### src/rtl/bcd_display_scheduler.sv
// Round-robin scheduler sharing one serial shift-and-add-3 binary-to-BCD converter
// between two requesters; holds the last result (or a blank code on overflow).
module bcd_display_scheduler #(
  parameter int WIDTH  = 32,
  parameter int DIGITS = 4
) (
  input  logic                  clock,
  input  logic                  reset_n,
  input  logic                  req0,
  input  logic [WIDTH-1:0]      val0,
  input  logic                  req1,
  input  logic [WIDTH-1:0]      val1,
  output logic                  grant0,
  output logic                  grant1,
  output logic                  busy,
  output logic                  done,
  output logic                  valid,
  output logic                  ovf,
  output logic [4*DIGITS-1:0]   digits
);

  function automatic logic [63:0] calc_limit(input int d);
    logic [63:0] p;
    p = 64'd1;
    for (int i = 0; i < d; i++) p = p * 64'd10;
    return p - 64'd1;
  endfunction

  localparam logic [63:0] LIMIT = calc_limit(DIGITS);
  localparam int CW = (WIDTH > 1) ? $clog2(WIDTH) : 1;
  localparam logic [CW-1:0] CNT_LAST = CW'(WIDTH - 1);

  localparam logic [1:0] IDLE  = 2'd0;
  localparam logic [1:0] SHIFT = 2'd1;
  localparam logic [1:0] SAT   = 2'd2;

  logic [1:0]          state;
  logic                last_grant;
  logic [CW-1:0]       cnt;
  logic [WIDTH-1:0]    val_r;
  logic [4*DIGITS-1:0] acc;
  logic [4*DIGITS-1:0] adj;
  logic [4*DIGITS-1:0] acc_next;
  logic [WIDTH-1:0]    sel_val;
  logic                pick1;
  logic                sel_over;
  logic [3:0]          nib;

  // Arbitration: source 1 wins when alone, or on a tie when source 0 went last.
  always_comb begin
    pick1    = req1 & (~req0 | ~last_grant);
    sel_val  = pick1 ? val1 : val0;
    sel_over = {{(64-WIDTH){1'b0}}, sel_val} > LIMIT;
    adj      = '0;
    nib      = '0;
    for (int n = 0; n < DIGITS; n++) begin
      nib = acc[4*n +: 4];
      adj[4*n +: 4] = (nib >= 4'd5) ? nib + 4'd3 : nib;
    end
    acc_next = {adj[4*DIGITS-2:0], val_r[WIDTH-1]};
  end

  always_ff @(posedge clock or negedge reset_n) begin
    if (!reset_n) begin
      state      <= IDLE;
      last_grant <= 1'b1;
      cnt        <= '0;
      grant0     <= 1'b0;
      grant1     <= 1'b0;
      busy       <= 1'b0;
      done       <= 1'b0;
      valid      <= 1'b0;
      ovf        <= 1'b0;
      digits     <= '0;
    end else begin
      grant0 <= 1'b0;
      grant1 <= 1'b0;
      done   <= 1'b0;
      case (state)
        IDLE: begin
          if (req0 | req1) begin
            grant0     <= ~pick1;
            grant1     <= pick1;
            last_grant <= pick1;
            busy       <= 1'b1;
            cnt        <= CNT_LAST;
            state      <= sel_over ? SAT : SHIFT;
          end
        end
        SHIFT: begin
          if (cnt == '0) begin
            digits <= acc_next;
            ovf    <= 1'b0;
            valid  <= 1'b1;
            done   <= 1'b1;
            busy   <= 1'b0;
            state  <= IDLE;
          end else begin
            cnt <= cnt - 1'b1;
          end
        end
        SAT: begin
          digits <= '1;
          ovf    <= 1'b1;
          valid  <= 1'b1;
          done   <= 1'b1;
          busy   <= 1'b0;
          state  <= IDLE;
        end
        default: state <= IDLE;
      endcase
    end
  end

  // Datapath registers need no reset: IDLE always reloads them before use.
  always_ff @(posedge clock) begin
    if (state == IDLE) begin
      val_r <= sel_val;
      acc   <= '0;
    end else if (state == SHIFT) begin
      val_r <= val_r << 1;
      acc   <= acc_next;
    end
  end

endmodule

### config.mk
export PLATFORM = sky130hd
export DESIGN_NAME = bcd_display_scheduler
export DESIGN_NICKNAME = d
export VERILOG_FILES = /design/src/rtl/bcd_display_scheduler.sv
export SDC_FILE = /design/constraint.sdc
export NUM_CORES = 1
export LEC_CHECK = 0
export CELL_PAD_IN_SITES_DETAIL_PLACEMENT = 0
export CELL_PAD_IN_SITES_GLOBAL_PLACEMENT = 2
export CORE_ASPECT_RATIO = 0.8
export CORE_MARGIN = 1.5
export CORE_UTILIZATION = 32
export CTS_BUF_LIST = sky130_fd_sc_hd__clkbuf_8
export CTS_CLUSTER_DIAMETER = 30
export DETAILED_ROUTE_END_ITERATION = 16
export PLACE_DENSITY_LB_ADDON = 0.1
export SLEW_MARGIN = 5
export SYNTH_ARGS = -nofsm -noshare
export SYNTH_HDL_FRONTEND = slang
export SYNTH_SLANG_ARGS = --single-unit
### constraint.sdc
create_clock -name clock -period 2.6 [get_ports clock]
set_clock_uncertainty 0.2 [all_clocks]
set_input_delay 0.39 -clock clock [delete_from_list [all_inputs] [get_ports clock]]
set_output_delay 0.39 -clock clock [all_outputs]
set_load 0.1 [all_outputs]
==> out/summary.txt, run 1 <==
FMAX: 437 MHz
Final period util: 0.880
Via Count: 3395
Internal: 0.00256 W
Max-Slew Margin vs Limit: 0.583
Max rail drop VDD: 347 uV
share of post-route cells with drive strength above 1: 0.116
Setup TNS: 0 ns
Final Max Tran Viols: 0
reg-to-reg critical path startpoint: cnt[0]
most common library cells after synthesis: nor2_1, a21oi_1, mux2i_1
status: complete, no violations
HP Class: primary input to asynchronous set/reset pin
Synth top area share: 0.236
Final #Nets: 595
first-pass GRT wire length: 16700 microns
# Post-CTS Setup Buffers: 0
Ant. Diodes: 0
Clock power frac: 0.202
EDFF count, synth: 32
startpoint types: flop
TritonRoute pass-1 iters: 4
sequential power share: 0.462
Clock Latency Late Sink: 0.37 ns
clk sinks: 78
pwr dens: 748 nW/um^2
Leak: 2.01 nW
maximum clock path buffer count: 2
shortest period the worst path allows: 2.29 ns
CTS Buf Count: 9
most frequent cell after synthesis: nor2_1
Die Height: 104 microns
Via density: 4.92
RSZ-0062 raised after global routing: no
dpl hpwl: 7670 microns
P_sw: 0.00143 W
largest net degree at the start of global routing: 51
Final Core Density: 0.435
Cells after Synth: 423
sw frac: 0.358
flop2flop setup slack: 0.31 ns
Setup Viol. Count Final: 0
DRC viols: 0
Routed WL per cell: 15.2 microns
CTS clk-pin slew, worst paths: 0.08 ns
Die Wd: 129 microns
vias in the first global route: 3282
Synth area leaders: edfxtp_1, dfrtp_1, mux2i_1
Synth cell types: 44
area of the mapped netlist: 4080 sq um
die area: 13400 sq um
async set-reset flop share out of synthesis: 0.385
number of fill cells in the layout: 1183
placer congestion estimate: 0.769
Slew @ Worst Pin: 0.626 ns
worst reg2reg path depth: 6
CTS-repair resized insts: 0
Std-Cell Rows: 36
Post-synth top flop: edfxtp_1
routed wire length: 10500 microns
initial antenna violation count: 0
Port Buffer Count: 89
CTS tree: built
Yosys top cell by area: edfxtp_1
YS warnings: 0
required time of the critical path: 2.65 ns
syn_nets: 504
Final Hold Vio Count: 0
RR Endpoint: digits[2]
Hold WS: 0.240 ns
Congestion Overflow GR: 0
CP Capture Type: flop
CP Class: flop to flop
hold_buf cts: 0
Yosys reg bits: 78
register area share after synthesis: 0.498
core area: 12300 sq um
Initial Util: 0.332
max-cap violations: 0
Layout area overhead: 31.0%
Syn Area/Cell: 9.64 sq um
I/O Pins: 90
initial drt markers: 137
Comb pwr share: 0.336
Max FO, Critical Path: 14
ANT nets after route: 0
root buf cell: clkbuf_8
All-Layer GR Usage: 0.162
arrival time at the worst endpoint: 2.34 ns
htree depth: 3
==> through the flow <==
stage / setup slack [ns] / instances / area (sq um) / total power, W
after floorplan: 0.611 / 423 / 4080 / 0.00275
after global placement: 0.105 / 674 / 5180 / 0.00323
after detailed placement: 0.0735 / 674 / 5180 / 0.00323
after CTS: 0.273 / 690 / 5340 / 0.00406
after global routing: 0.0189 / 690 / 5340 / 0.00426
final: 0.311 / 690 / 5340 / 0.00399
==> power groups by stage <==
stage	Clock, W	Combinational, W	Sequential (W)
3_5_place_dp	0	0.00136	0.00187
2_1_floorplan	0	0.000735	0.00202
6_report	0.000805	0.00134	0.00185
3_3_place_gp	0	0.00136	0.00187
4_1_cts	0.000848	0.00137	0.00185
5_1_grt	0.000890	0.00149	0.00188
==> layer usage <==
layer  share of wire  wire [microns]  vias to the layer above  track usage
li1                -               -                     1708            -
met1            0.51            5330                     1602        0.229
met3           0.046             482                       11       0.0463
met2            0.43            4530                       74        0.239
met4           0.015             153                        0       0.0498
met5               0               0                        -            0
==> critical path, stage by stage, from the launching register on <==
cell and delay (ns):
dfrtp_1 0.43, inv_1 0.07, ha_1 0.22, nor4b_2 0.42, nand2b_1 0.46, o22ai_1 0.27
a21oi_1 0.10
==> cells by family (layout without fill, tap and decap cells) <==
| kind of cell | Yosys count | count (layout) | synth area share |
|---|---|---|---|
| AND/OR/NAND/NOR | 133 | 133 | 0.149 |
| multiplexers | 45 | 45 | 0.110 |
| AO/OA/AOI/OAI | 112 | 112 | 0.157 |
| flip-flops | 78 | 78 | 0.498 |
| adder cells (fa/ha/maj) | 13 | 13 | 0.0399 |
| XOR/XNOR | 4 | 4 | 0.00859 |
| buffers and inverters | 38 | 134 | 0.0371 |
==> layout by cell type (no fill, tap or decap), types with 2 or more instances in the layout <==
| master | n |
|---|---|
| o2bb2ai_1 | 3 |
| a211oi_1 | 3 |
| and2_1 | 2 |
| nand2b_1 | 5 |
| clkbuf_8 | 10 |
| or2_2 | 2 |
| ha_2 | 2 |
| xnor2_1 | 4 |
| clkinv_2 | 2 |
| dfrtp_1 | 29 |
| a311oi_1 | 4 |
| dfxtp_1 | 16 |
| o21ai_0 | 12 |
| edfxtp_1 | 32 |
| nor2_1 | 75 |
| nand2_1 | 22 |
| o22ai_1 | 13 |
| mux2i_1 | 45 |
| nor2b_1 | 2 |
| nor3b_1 | 4 |
| clkinv_1 | 2 |
| clkdlybuf4s50_1 | 67 |
| a21oi_1 | 68 |
| nand4_1 | 3 |
| buf_4 | 36 |
| ha_1 | 11 |
| nor4_1 | 5 |
| inv_1 | 15 |
| nor3_1 | 5 |
==> flip-flops by register name (all words and copies together), names as in the netlist <==
name,flops
digits,16
acc,16
busy,1
val_r,32
done,1
last_grant,1
state,2
grant0,1
cnt,5
valid,1
ovf,1
grant1,1
==> cell type report <==
type                    instances  area, sq um  share of cell area
flip-flops and latches         78         2030               0.380
multi-input cells             307         1920               0.359
repair buffers                104          961               0.180
well taps                     171          214              0.0400
clock buffers                  10          138              0.0258
inverters                      14         52.6             0.00983
clock inverters                 6         28.8             0.00539
==> worst max path at each step <==
stage                   from    endpoint  cells after the start
finish                cnt[0]   digits[2]                      6
global route          cnt[0]  digits[10]                      6
CTS                   cnt[0]  digits[14]                      6
detailed placement  val1[20]    state[1]                      6
global placement    val1[20]    state[1]                      6
floorplan           state[0]      cnt[3]                      7
No activity file was read; power rests on OpenSTA's default activity.
==> inputs of run 2 (changes only) <==
- CTS_CLUSTER_DIAMETER: 30 -> 40
==> results of run 2 <==
Final layout, timing and power as in run 1 (identical DEF).
